<file path="src/rtl/mem_arb_pkg.sv">
// Shared types and helpers for the IF/LS memory arbiter.
package mem_arb_pkg;

  // Byte-address bits below the word index.
  localparam int unsigned ADDR_LSB   = 2;
  // Structs are sized for the widest supported data bus.
  localparam int unsigned MEM_DATA_W = 32;

  typedef enum logic {
    LS_PRIO,
    IF_PRIO
  } arb_state_t;

  typedef struct packed {
    logic [31:0]           addr;
    logic                  we;
    logic [MEM_DATA_W-1:0] wdata;
  } mem_req_t;

  typedef struct packed {
    logic                  valid;
    logic [MEM_DATA_W-1:0] data;
    logic                  err;
  } mem_rsp_t;

  // Word-aligned and inside the memory.
  function automatic logic addr_legal(input logic [31:0] addr, input int unsigned words);
    return (addr[ADDR_LSB-1:0] == '0) && (addr < (words << ADDR_LSB));
  endfunction

endpackage

</file>
<file path="src/rtl/mem_arb_rsp_reg.sv">
// Per-port response register: captures data/err on acceptance, one-cycle valid pulse.
module mem_arb_rsp_reg
  import mem_arb_pkg::*;
#(
  parameter int unsigned DATA_WIDTH = 32
) (
  input  logic                  clk,
  input  logic                  rst_en,
  input  mem_rsp_t              rsp_in,
  output logic                  rsp_valid,
  output logic [DATA_WIDTH-1:0] rsp_data,
  output logic                  rsp_err
);

  mem_rsp_t q;

  // Valid follows acceptance each cycle; data/err hold until the next response.
  always_ff @(posedge clk) begin
    if (rst_en) begin
      q <= '0;
    end else begin
      q.valid <= rsp_in.valid;
      if (rsp_in.valid) begin
        q.data <= rsp_in.data;
        q.err  <= rsp_in.err;
      end
    end
  end

  // A pulse pending when reset rises is suppressed so it is never seen.
  assign rsp_valid = q.valid && !rst_en;
  assign rsp_data  = DATA_WIDTH'(q.data);
  assign rsp_err   = q.err;

endmodule

</file>
<file path="src/rtl/mem_arbiter.sv">
// Arbitrates IF and LS onto one single-port memory with registered responses.
module mem_arbiter
  import mem_arb_pkg::*;
#(
  parameter int unsigned DATA_WIDTH = 32,
  parameter int unsigned WORDS      = 64,
  parameter int unsigned MAX_WAIT   = 4
) (
  input  logic                  clk,
  input  logic                  rst_en,
  input  logic                  if_req_valid,
  output logic                  if_req_ready,
  input  logic [31:0]           if_req_addr,
  output logic                  if_rsp_valid,
  output logic [DATA_WIDTH-1:0] if_rsp_data,
  output logic                  if_rsp_err,
  input  logic                  ls_req_valid,
  output logic                  ls_req_ready,
  input  logic [31:0]           ls_req_addr,
  input  logic                  ls_req_we,
  input  logic [DATA_WIDTH-1:0] ls_req_wdata,
  output logic                  ls_rsp_valid,
  output logic [DATA_WIDTH-1:0] ls_rsp_data,
  output logic                  ls_rsp_err,
  output logic                  mem_write_enable,
  output logic [31:0]           mem_address,
  output logic [DATA_WIDTH-1:0] mem_write_data,
  input  logic [DATA_WIDTH-1:0] mem_read_data
);

  arb_state_t            state;
  logic [3:0]            wait_cnt;
  logic [3:0]            wait_nxt;
  logic                  if_win;
  logic                  ls_win;
  logic                  gnt_legal;
  logic [MEM_DATA_W-1:0] rd_data;
  mem_req_t              gnt;
  mem_rsp_t              if_rsp_nxt;
  mem_rsp_t              ls_rsp_nxt;

  // Grant: LS by default, IF when alone or when the priority state favours it.
  always_comb begin
    if_win       = if_req_valid && (!ls_req_valid || state == IF_PRIO);
    ls_win       = ls_req_valid && !if_win;
    if_req_ready = if_win && !rst_en;
    ls_req_ready = ls_win && !rst_en;
  end

  // Granted request drives the memory; illegal writes never assert write enable.
  always_comb begin
    gnt = '0;
    if (if_req_ready) begin
      gnt.addr  = if_req_addr;
      gnt.wdata = MEM_DATA_W'(ls_req_wdata);
    end else if (ls_req_ready) begin
      gnt.addr  = ls_req_addr;
      gnt.we    = ls_req_we;
      gnt.wdata = MEM_DATA_W'(ls_req_wdata);
    end
    gnt_legal        = addr_legal(gnt.addr, WORDS);
    mem_address      = gnt.addr;
    mem_write_enable = gnt.we && gnt_legal;
    mem_write_data   = DATA_WIDTH'(gnt.wdata);
  end

  // Response contents: read data for legal reads, zero for writes and errors.
  always_comb begin
    rd_data          = (gnt_legal && !gnt.we) ? MEM_DATA_W'(mem_read_data) : '0;
    if_rsp_nxt       = '0;
    if_rsp_nxt.valid = if_req_ready;
    if_rsp_nxt.data  = rd_data;
    if_rsp_nxt.err   = !gnt_legal;
    ls_rsp_nxt       = '0;
    ls_rsp_nxt.valid = ls_req_ready;
    ls_rsp_nxt.data  = rd_data;
    ls_rsp_nxt.err   = !gnt_legal;
  end

  // IF stall counter: counts refused IF cycles, saturating at MAX_WAIT.
  always_comb begin
    if (!if_req_valid || if_req_ready) begin
      wait_nxt = '0;
    end else if (wait_cnt < 4'(MAX_WAIT)) begin
      wait_nxt = wait_cnt + 4'd1;
    end else begin
      wait_nxt = wait_cnt;
    end
  end

  // Priority FSM: IF_PRIO is entered together with the counter reaching
  // MAX_WAIT, so IF wins on the cycle right after the MAX_WAIT-th stall.
  always_ff @(posedge clk) begin
    if (rst_en) begin
      state    <= LS_PRIO;
      wait_cnt <= '0;
    end else begin
      wait_cnt <= wait_nxt;
      if (if_req_ready) begin
        state <= LS_PRIO;
      end else if (wait_nxt == 4'(MAX_WAIT)) begin
        state <= IF_PRIO;
      end
    end
  end

  mem_arb_rsp_reg #(.DATA_WIDTH(DATA_WIDTH)) u_if_rsp (
    .clk       (clk),
    .rst_en    (rst_en),
    .rsp_in    (if_rsp_nxt),
    .rsp_valid (if_rsp_valid),
    .rsp_data  (if_rsp_data),
    .rsp_err   (if_rsp_err)
  );

  mem_arb_rsp_reg #(.DATA_WIDTH(DATA_WIDTH)) u_ls_rsp (
    .clk       (clk),
    .rst_en    (rst_en),
    .rsp_in    (ls_rsp_nxt),
    .rsp_valid (ls_rsp_valid),
    .rsp_data  (ls_rsp_data),
    .rsp_err   (ls_rsp_err)
  );

endmodule

</file>
<file path="config.mk">
export PLATFORM = sky130hd
export DESIGN_NAME = mem_arbiter
export DESIGN_NICKNAME = d
export VERILOG_FILES = /design/src/rtl/mem_arb_pkg.sv /design/src/rtl/mem_arb_rsp_reg.sv /design/src/rtl/mem_arbiter.sv
export SDC_FILE = /design/constraint.sdc
export NUM_CORES = 1
export LEC_CHECK = 0
export CAP_MARGIN = 20
export CORE_MARGIN = 4
export CORE_UTILIZATION = 37
export DETAILED_ROUTE_END_ITERATION = 10
export PLACE_DENSITY = 0.81
export SETUP_SLACK_MARGIN = 0.2
export SLEW_MARGIN = 20
export SYNTH_ARGS = -nofsm -noshare
export SYNTH_HDL_FRONTEND = slang
export SYNTH_SLANG_ARGS = --single-unit
</file>
<file path="constraint.sdc">
create_clock -name clk -period 4.3 [get_ports clk]
set_input_delay 1.29 -clock clk [delete_from_list [all_inputs] [get_ports clk]]
set_output_delay 1.29 -clock clk [all_outputs]
set_load 0.02 [all_outputs]
</file>
-- Yosys cells after proc, flatten, opt, wreduce, memory -nomap -nowiden
Cells that the tools add are included.
- flip-flop bits (word level): 73
- word-level logic and storage cells: 38
- $add $sub $neg: 1
- order comparisons: 2
- equality and inequality tests: 1
- muxes and demuxes: 7
- reductions and logical operators: 19
- operators with widths (cell ; count):
    2-to-1 mux 32 bit ; 3
    2-to-1 mux 65 bit ; 1
    less-than comparator 32 x 9 -> 1 bit, second input constant ; 1
    logical AND 1 bit ; 9
    2-to-1 mux 4 bit ; 2
    zero test 1 bit ; 6
    adder 4 x 1 -> 4 bit, second input constant ; 1
    equality test 4 x 3 -> 1 bit, second input constant ; 1
    less-than comparator 4 x 3 -> 1 bit, second input constant ; 1
    zero test 2 bit ; 1
    logical OR 1 bit ; 2
    OR reduction 2 bit ; 1
    2-to-1 mux 1 bit ; 1

-- Depth between registers and ports, before layout
Gate-level depths: netlist of the first run.
- word-level depth: 12
- mapped depth: 10

-- Hierarchy
A second synthesis of the first run with hierarchy kept.
- cell total of the unflattened synthesis: 545
- area, all modules: 4593.2 um^2
- modules (own cells, without submodules) (module ; times used ; cells each ; area an instance (um^2) ; seq. area each (um^2)):
    mem_arb_rsp_reg ; 2 ; 142 ; 1477.7 ; 680.7
    mem_arbiter ; 1 ; 261 ; 1637.8 ; 100.1

-- Least setup slack after synthesis of the first run
OpenSTA, ideal clock, no wires.
- path kind: input-to-output
- start point: in if_req_valid
- end point: out mem_write_enable
- arrival time: 3.030 ns
- required time: 3.010 ns
- slack: -0.020 ns
- stages on the path: 10
- cell sequence: buf_4 a21boi_4 buf_6 a32oi_1 nor2_1 nor4_1 and4_1 buf_6 buf_8 and3_1
- cells in the longest elaborated chain, start to end: 9
- ends and longest elaborated chain (element ; RTL line ; RTL):
    from (decl) ; mem_arbiter.sv:11 ; input logic if_req_valid,
    logical AND 1 bit (*) ; mem_arbiter.sv:44 ; if_win = if_req_valid && (!ls_req_valid || state == IF_PRIO);
    zero test 1 bit ; mem_arbiter.sv:45 ; ls_win = ls_req_valid && !if_win;
    logical AND 1 bit ; mem_arbiter.sv:45 ;
    logical AND 1 bit ; mem_arbiter.sv:47 ; ls_req_ready = ls_win && !rst_en;
    2-to-1 mux 65 bit ; mem_arbiter.sv:56 ; end else if (ls_req_ready) begin
    2-to-1 mux 32 bit (*) ; mem_arbiter.sv:53 ; if (if_req_ready) begin
    net mem_address[26] ; mem_arbiter.sv:26 ; output logic [31:0] mem_address,
    less-than comparator 32 x 9 -> 1 bit (*) ; mem_arb_pkg.sv:28 ; return (addr[ADDR_LSB-1:0] == '0) && (addr < (words << ADDR_LSB));
    logical AND 1 bit (*) ; mem_arb_pkg.sv:28 ;
    logical AND 1 bit (*) ; mem_arbiter.sv:63 ; mem_write_enable = gnt.we && gnt_legal;
    to (decl) ; mem_arbiter.sv:25 ; output logic mem_write_enable,
The timed path passes the listed nets; every way through them passes the cells marked *.

-- Worst setup path after layout of the first run
- start point: in if_req_addr[12]
- end point: out mem_write_enable
- cells in the longest elaborated chain, start to end: 4
- ends and longest elaborated chain (element ; RTL line ; RTL):
    from (decl) ; mem_arbiter.sv:13 ; input logic [31:0] if_req_addr,
    2-to-1 mux 32 bit ; mem_arbiter.sv:53 ;
    less-than comparator 32 x 9 -> 1 bit ; mem_arb_pkg.sv:28 ;
    logical AND 1 bit ; mem_arb_pkg.sv:28 ;
    logical AND 1 bit ; mem_arbiter.sv:63 ;
Every way passes these cells.

==> results of run 1 <==
## layer usage
layer | GRT usage [%] | share of wire (%) | vias up
met5 | 0 | 0 | -
met4 | 10.4 | 2.8 | 0
met3 | 8.07 | 8.8 | 41
met2 | 50.3 | 53 | 259
met1 | 26.3 | 35 | 2166
li1 | - | - | 2106
## final cells by class
cell class	count	area [sq um]	share of cell area, %
clock buffer	14	173	2.34
clock inverter	2	35.0	0.475
inverter	3	15.0	0.203
multi-input combinational	270	2250	30.6
sequential	73	1460	19.8
tap	140	175	2.37
timing repair buffer	350	3270	44.3
## what timing repair did
| action | 4_1_cts | 5_1_grt |
|---|---|---|
| pin swaps | 35 | 17 |
| gates cloned | 8 | 0 |
| setup buffers | 29 | 7 |
| setup endpoints to repair | 67 | 47 |
| gates resized for setup | 150 | 80 |
## worst max-delay path, cell delays in order
cell and delay [ps]:
clkdlybuf4s50_1 440, a32oi_2 250, a21oi_2 110, nor4_4 280, and4_4 280, and3_4 180
buf_6 120
## power groups by stage
stage / Clock [mW] / Sequential (mW) / Combinational (mW)
3_5_place_dp: 0 / 0.699 / 0.441
3_3_place_gp: 0 / 0.698 / 0.440
2_1_floorplan: 0 / 0.700 / 0.175
5_1_grt: 0.601 / 0.683 / 0.545
4_1_cts: 0.572 / 0.683 / 0.501
6_report: 0.558 / 0.683 / 0.520
## cells in the final DEF (no fill, tap or decap), types with 2 or more instances in the layout
cell type,netlist,final
a32oi_1,26,6
clkdlybuf4s15_2,0,2
nor2_1,32,25
nor2_2,1,6
a22o_1,6,6
clkbuf_8,0,12
a21oi_2,2,8
a21boi_4,1,4
clkdlybuf4s50_1,0,182
a32o_1,5,5
nor4_4,0,3
clkbuf_1,28,2
a32oi_2,0,18
nand2b_2,0,2
dfxtp_1,73,73
nand2_1,3,3
buf_2,7,4
inv_1,3,2
nor2b_1,34,34
a32o_2,27,27
buf_6,5,4
dlygate4sd2_1,0,32
o21ai_0,34,34
a32oi_4,0,2
buf_12,0,9
nor2_4,0,3
buf_4,65,70
a21oi_1,12,5
nand3b_1,65,65
clkbuf_2,0,34
dlymetal6s2s_1,0,10
## path summary, 6_finish.rpt
check,startpoint,end,slack [ps],depth (start not counted)
worst max-delay path,if_req_addr[12],mem_write_enable,50,7
worst max register to register,state,u_ls_rsp.rsp_data[9],840,16
worst min-delay path,u_if_rsp.rsp_data[20],u_if_rsp.rsp_data[20],470,1
worst min register to register,u_if_rsp.rsp_data[20],u_if_rsp.rsp_data[20],470,1
## stage by stage
stage               setup TNS [ps]  cells  worst slack (ps)  util (%)  hold WS, ps
floorplan                        0    448               166         -          443
global placement            -47690    792              -997      61.3          451
detailed placement          -50990    792             -1080      61.3          455
CTS                              0    845              96.2      68.2          472
global route                     0    852              2.52      68.1          489
finish                           0    852              53.4      68.1          470
## sequential cells by signal, indices dropped and copies added, names as in the netlist
signal and count:
u_if_rsp.rsp_data 32, u_ls_rsp.rsp_data 32, wait_cnt 4, state 1
u_if_rsp.q 1, u_if_rsp.rsp_err 1, u_ls_rsp.q 1, u_ls_rsp.rsp_err 1
## logic make-up after synthesis
| kind of cell | count (synthesis) | synth area share (%) |
|---|---|---|
| DFF | 73 | 35.7 |
| adders and majority gates | 1 | 0.306 |
| and+or+nand+nor | 146 | 22.8 |
| AOI/OAI and AO/OA | 116 | 22.8 |
| xor gates and xnor gates | 1 | 0.214 |
| buffers and inverters | 111 | 18.1 |
==> impl_metrics.ini, run 1 <==
[run_status]
status = completed

[synth]
syn_area_per_cell_sq_um = 9.13
ys_types = 34
yosysWarningCount = 0
synth_fp_nets = 582
syn_area_sq_um = 4090
async_flop_share_pct = 0
synth_ff_type = dfxtp_1
yosysMostFrequentCell = dfxtp_1
synth_top_area_share_pct = 35.7
syn_inst = 448
synth.top_cells.by_count = dfxtp_1, buf_4, nand3b_1, nor2b_1, o21ai_0
ys_ff_latch = 73
synth-seq-area-share_pct = 35.7
ys_top_cells_by_area = dfxtp_1, buf_4, nand3b_1, a32o_2, a32oi_1
synth_edf_count = 0
yosysTopAreaCell = dfxtp_1

[global_route]
antenna_found_initial = 0
grt_pass1_wl_mm = 26.4
grt_pass1_vias = 4913
grt_overflow_total = 0
gr-usage-all-layers_pct = 26.3
grt_max_degree = 36

[timing]
slew_headroom_pct = 58.9
drv_slew = 0
finalSetupViolCount = 0
worst_slew_pin_slew_ps = 616
hold_viol = 0
fmax_ghz = 0.235
finalCritPeriodShare_pct = 98.8
fin_crit_ps = 4250
rsz0062_at_grt = true
fin_skew_ps = 5.62

[cts]
cts-buffers-inserted = 9
clkTransAtPathRegs_ps = 70
cts_sinks = 73
holdBufCountCts = 0
clock_latency_ps = 340
h-tree-depth = 3
ctsLongestPathBuffers = 2
cts_root_buffer = clkbuf_8
cts_tree = yes

[floorplanning]
start_util_pct = 37.7
chipHeight_um = 113
placementRows = 38
die_area_sq_um = 12800
design.core.area_sq_um = 10800
chipWidth_um = 113
ioPinCount = 268

[detailed_routing]
wirelength_mm = 17.9
drtPass1Iterations = 4
drc = 0
routedWlPerCell_um = 21.0
dr_total_vias = 4572
dr.first_iter.drc_count = 291
final_antenna_net_count = 0
vias_per_cell = 5.37

[power_and_ir_drop]
intPower_mw = 1.28
p_leak_nw = 3.09
p_clk_share_pct = 31.7
p_sw_mw = 0.486
p_per_area_nw_per_um2 = 239
peakVddDrop_v = 0.000133
p_seq_share_pct = 38.8
switching_share_pct = 27.6
power_mw = 1.76
pwr-share-comb_pct = 29.5

[final_layout]
drive_above_1_share_pct = 31.0
finalNetCount = 841
antenna_cells = 0
fillers = 803
syn2layout_area_growth_pct = 80.4
fin_area_sq_um = 7380

[setup_path]
crit_fanout = 2
cp-start-kind = input port
crit_path_end_kind = output pin
crit_type = in2out
arrival_ps = 2960
cp.required_ps = 3010

[placed_design]
dp_hpwl_mm = 12.1
gp_congestion = 0.932
place_area_sq_um = 6640
portBuffers = 267

[hold_path]
holdCritPathClass = reg2reg

[job]
maxCapViolCount = 0
Power figures use the tool's default switching activity.
==> inputs of run 2 (changes only) <==
--- a/config.mk
+++ b/config.mk
@@ -8,10 +8,13 @@
 export CAP_MARGIN = 20
 export CORE_MARGIN = 4
 export CORE_UTILIZATION = 37
+export CTS_CLUSTER_SIZE = 8
 export DETAILED_ROUTE_END_ITERATION = 10
+export MAX_ROUTING_LAYER = met4
 export PLACE_DENSITY = 0.81
 export SETUP_SLACK_MARGIN = 0.2
 export SLEW_MARGIN = 20
 export SYNTH_ARGS = -nofsm -noshare
 export SYNTH_HDL_FRONTEND = slang
 export SYNTH_SLANG_ARGS = --single-unit
+export TNS_END_PERCENT = 50
==> run 2 against run 1 <==
Effect of this change:
- the run now ends with setup timing left
- clock skew rose by 1.5 ps
- clock-buffer cell count fell by 2
- flip-flop and latch count did not move
- via count fell by 4.2%
- setup slack got worse by 76 ps
- sequential power barely moved
==> impl_metrics.ini, run 2 (synthesis gave the netlist of run 1 again) <==
[detailed_routing]
drtPass1Iterations = 4
final_antenna_net_count = 0
routedWlPerCell_um = 20.4
dr_total_vias = 4379
vias_per_cell = 5.29
drc = 0
wirelength_mm = 16.9
dr.first_iter.drc_count = 264

[global_route]
grt_overflow_total = 0
antenna_found_initial = 0
gr-usage-all-layers_pct = 26.1
grt_pass1_wl_mm = 25.6
grt_max_degree = 36
grt_pass1_vias = 4611

[final_layout]
syn2layout_area_growth_pct = 75.9
fillers = 889
finalNetCount = 818
antenna_cells = 0
multi_input_area_sq_um = 2100
seq_area_sq_um = 1460
drive_above_1_share_pct = 27.6
fin_area_sq_um = 7200
fin_cells = 828
layout_common_cells = clkdlybuf4s50_1, dfxtp_1, nand3b_1
final_common_cell = clkdlybuf4s50_1

[floorplanning]
design.core.area_sq_um = 10800
ioPinCount = 268
placementRows = 38
chipWidth_um = 113
die_area_sq_um = 12800
chipHeight_um = 113
start_util_pct = 37.7

[placed_design]
dp_cells = 791
portBuffers = 267
place_area_sq_um = 6620
gp_congestion = 0.957
post-place-ws_ps = -1090
dp_hpwl_mm = 12.1

[timing]
hold_viol = 0
drv_slew = 0
rsz0062_at_grt = true
fin_skew_ps = 7.13
finalCritPeriodShare_pct = 101
fmax_ghz = 0.231
worst_slew_pin_slew_ps = 414
holdWs_ps = 473
fin_crit_ps = 4320
worst_slack_ps = -22.8
slew_headroom_pct = 72.4
finalSetupViolCount = 1

[run_status]
violations = setup timing
status = finished with violations

[power_and_ir_drop]
p_leak_nw = 2.85
p_per_area_nw_per_um2 = 225
power_mw = 1.62
peakVddDrop_v = 0.000190

[cts]
cts_sinks = 73
holdBufCountCts = 0
cts_tree = yes
cts-buffers-inserted = 9
ctsLongestPathBuffers = 2
clock_latency_ps = 330
h-tree-depth = 3
cts_root_buffer = clkbuf_8
clkTransAtPathRegs_ps = 70

[setup_path]
crit_path_end_kind = output pin
cp.required_ps = 3010
crit_type = in2out
regToRegEndpoint = u_if_rsp.rsp_data[27]
worst-r2r-setup-slack_ps = 1720
critPathMaxStageDelay_ps = 420
worstPathCellList = clkdlybuf4s50_1 > a32oi_1 > a21oi_1 > nor4_2 > and4_4 > and3_4 > buf_6
crit_buf_inv = 2
rr_startpoint = state
arrival_ps = 3030
reg2reg_depth = 9
critical-path-top-delay-family = simple AND/OR/NAND/NOR gates
crit_fanout = 2
slowest_stage = clkdlybuf4s50_1
cp-start-kind = input port

[job]
maxCapViolCount = 0

[hold_path]
hold_depth = 1
min_to = u_if_rsp.rsp_data[22]
worstHoldStart = u_if_rsp.rsp_data[22]
holdCritPathClass = reg2reg
-- run 2: cell types whose count changed in the layout (fill, tap and decap cells not counted), moves of 2 or more --
cell	change
a21boi_4	-3
a21oi_1	+6
a21oi_2	-6
a32oi_1	+7
a32oi_2	-6
buf_2	+5
buf_4	-9
clkbuf_2	-33
clkbuf_8	-2
clkdlybuf4s15_2	+25
clkdlybuf4s50_1	+20
dlygate4sd2_1	-21
dlymetal6s2s_1	-6
nand2b_2	-2
-- run 2: worst max-delay path by stage --
stage | start | end | cells after the start
6_report | if_req_addr[12] | mem_write_enable | 7
5_1_grt | if_req_valid | mem_write_enable | 8
4_1_cts | if_req_addr[24] | mem_write_enable | 7
3_5_place_dp | ls_req_valid | mem_write_enable | 9
3_3_place_gp | ls_req_valid | mem_write_enable | 9
2_1_floorplan | if_req_valid | mem_write_enable | 10
-- run 2: per-layer routing --
metal | routed length [um] | global-route usage, % | part of all wire, %
met5 | 0 | - | 0
met4 | 390 | 8.49 | 2.3
met3 | 1380 | 6.36 | 8.2
met2 | 8780 | 46.9 | 52
met1 | 6320 | 28.1 | 37
-- run 2: worst reg2reg max path: stages (launching register included) --
cell,delay [ps]
dfxtp_1,400
nand2b_4,270
buf_12,190
a32oi_2,230
nor2_2,100
nor4_4,350
and4_4,290
buf_4,100
buf_4,330
a32o_2,260
-- run 2: area by class of cell --
type | instances | area share (%)
repair buffers | 331 | 45.6
multi-input cells | 266 | 29.1
flip-flops and latches | 73 | 20.3
well taps | 140 | 2.43
clock buffers | 12 | 2.02
clock inverters | 3 | 0.243
inverters | 3 | 0.209
-- run 2: report_power, final --
part	internal (mW)	switching [mW]	total, mW
Combinational	0.264	0.217	0.481
Sequential	0.680	0.00270	0.683
Clock	0.220	0.233	0.453
Total	1.17	0.452	1.62
-- run 2: stage by stage --
step / util, % / TNS (ps)
2_1_floorplan: - / 0
3_3_place_gp: 61.1 / -45710
3_5_place_dp: 61.1 / -49740
4_1_cts: 66.0 / -28.4
5_1_grt: 66.4 / -93.2
6_report: 66.4 / -22.8
-- run 2: what timing repair did --
item | in CTS | in global routing
endpoints found under the setup margin | 67 | 47
setup buffers | 13 | 4
resized for setup | 174 | 26
cloned | 5 | 0
pin swaps | 12 | 4
==> inputs of run 3 (changes only) <==
--- a/config.mk
+++ b/config.mk
@@ -13,6 +13,7 @@
 export MAX_ROUTING_LAYER = met4
 export PLACE_DENSITY = 0.81
 export SETUP_SLACK_MARGIN = 0.2
+export SKIP_CTS_REPAIR_TIMING = 1
 export SLEW_MARGIN = 20
 export SYNTH_ARGS = -nofsm -noshare
 export SYNTH_HDL_FRONTEND = slang
==> run 3 against run 2 <==
Effect of this change:
- global-route usage shrank 2.0 points
- worst hold slack gained 2.2 ps
- fmax shrank 1.3%
- total power shrank 1.5%
- core utilization shrank 2.2 points
- the run still ends with setup timing left
- final cell count shrank 0.60%
- critical endpoint unchanged
- critical path depth grew 2
- combinational power shrank 5.2%
- via count shrank 1.7%
- highest routed layer unchanged
==> impl_metrics.ini, run 3 (synthesis gave the netlist of run 1 again) <==
[run_status]
status = finished with violations
violations = setup timing

[final_layout]
fin_cells = 823
syn2layout_area_growth_pct = 70.1
final_common_cell = clkdlybuf4s50_1
layout_common_cells = clkdlybuf4s50_1, dfxtp_1, nand3b_1
drive_above_1_share_pct = 25.2
fin_util_pct = 64.2
antenna_cells = 0
fillers = 930
fin_area_sq_um = 6960
finalNetCount = 813

[timing]
slew_headroom_pct = 72.9
fin_skew_ps = 7.81
hold_viol = 0
finalCritPeriodShare_pct = 102
fmax_ghz = 0.228
finalSetupViolCount = 1
fin_crit_ps = 4380
worst_slack_ps = -80.0
drv_slew = 0
rsz0062_at_grt = true
worst_slew_pin_slew_ps = 406

[cts]
cts_sinks = 73
cts_tree = yes
clock_latency_ps = 330
clkTransAtPathRegs_ps = 70
h-tree-depth = 3
cts-buffers-inserted = 9
ctsLongestPathBuffers = 2
cts_root_buffer = clkbuf_8

[global_route]
top_usage_layer = met2
grt.met3_usage_pct = 5.88
grt_use_met1_pct = 26.2
gr-usage-all-layers_pct = 24.0
grt_overflow_total = 0
grt_pass1_wl_mm = 23.7
grt_max_degree = 41
use_met2_pct = 42.9
antenna_found_initial = 0
grt_pass1_vias = 4377

[placed_design]
dp_hpwl_mm = 12.1
gp_congestion = 0.957
portBuffers = 267
post-place-ws_ps = -1090
dp_cells = 791
place_area_sq_um = 6620

[power_and_ir_drop]
p_per_area_nw_per_um2 = 229
peakVddDrop_v = 0.000125
p_leak_nw = 3.03
power_mw = 1.59

[setup_path]
crit_fanout = 6
crit_type = in2out
crit_path_end_kind = output pin
cp-start-kind = input port
arrival_ps = 3090
cp.required_ps = 3010

[detailed_routing]
drc = 0
dr.first_iter.drc_count = 295
dr_total_vias = 4304
wirelength_mm = 16.2
vias_per_cell = 5.23
routedWlPerCell_um = 19.7
final_antenna_net_count = 0
drtPass1Iterations = 4

[floorplanning]
chipHeight_um = 113
ioPinCount = 268
die_area_sq_um = 12800
start_util_pct = 37.7
placementRows = 38
design.core.area_sq_um = 10800
chipWidth_um = 113

[hold_path]
holdCritPathClass = reg2reg

[job]
maxCapViolCount = 0
## run 3: cell count changes in the layout (fill, tap and decap cells not counted), moves of 2 or more
cell,change
a32oi_1,+7
a32oi_2,-6
buf_12,-2
buf_4,+3
buf_6,-2
bufbuf_16,-2
clkbuf_2,+16
clkdlybuf4s15_2,-27
clkdlybuf4s50_1,+4
dlygate4sd2_1,-11
dlymetal6s2s_1,+18
nor2b_1,-5
nor2b_2,+5
## run 3: area by class of cell
| cell class | instances | area, sq um | share of cell area, % |
|---|---|---|---|
| well taps | 140 | 175 | 2.52 |
| clock buffers | 12 | 145 | 2.09 |
| clock inverters | 3 | 17.5 | 0.252 |
| repair buffers | 326 | 3100 | 44.6 |
| flip-flops and latches | 73 | 1460 | 21.0 |
| inverters | 3 | 15.0 | 0.216 |
| multi-input cells | 266 | 2040 | 29.3 |
## run 3: report_power, final
group	total, mW	switching, mW	internal [mW]
clock	0.454	0.234	0.221
combinational	0.456	0.208	0.248
sequential	0.683	0.00265	0.680
total	1.59	0.445	1.15
## run 3: worst max-delay path: stages
cell and delay (ps):
buf_2 140, a21boi_4 180, buf_4 180, a32oi_1 220, a21oi_1 130, nor4_2 340, and4_4 280, and3_4 180
buf_4 150
## run 3: per-layer routing
| layer | part of all wire, % | vias up |
|---|---|---|
| li1 | - | 2042 |
| met1 | 38 | 2013 |
| met2 | 51 | 222 |
| met3 | 8.0 | 27 |
| met4 | 2.5 | 0 |
| met5 | 0 | - |
## run 3: stage by stage
step	hold WS [ps]	TNS (ps)
2_1_floorplan	443	0
3_3_place_gp	447	-45710
3_5_place_dp	459	-49740
4_1_cts	477	-50130
5_1_grt	499	-151
6_report	475	-80.0
## run 3: path summary, 6_finish.rpt
| check | from | slack [ps] | depth (start not counted) | endpoint |
|---|---|---|---|---|
| worst max-delay path | ls_req_valid | -80 | 9 | mem_write_enable |
| worst min-delay path | u_if_rsp.rsp_data[22] | 470 | 1 | u_if_rsp.rsp_data[22] |
| worst max register to register | state | 1710 | 9 | u_if_rsp.rsp_data[27] |
| worst min register to register | u_if_rsp.rsp_data[22] | 470 | 1 | u_if_rsp.rsp_data[22] |
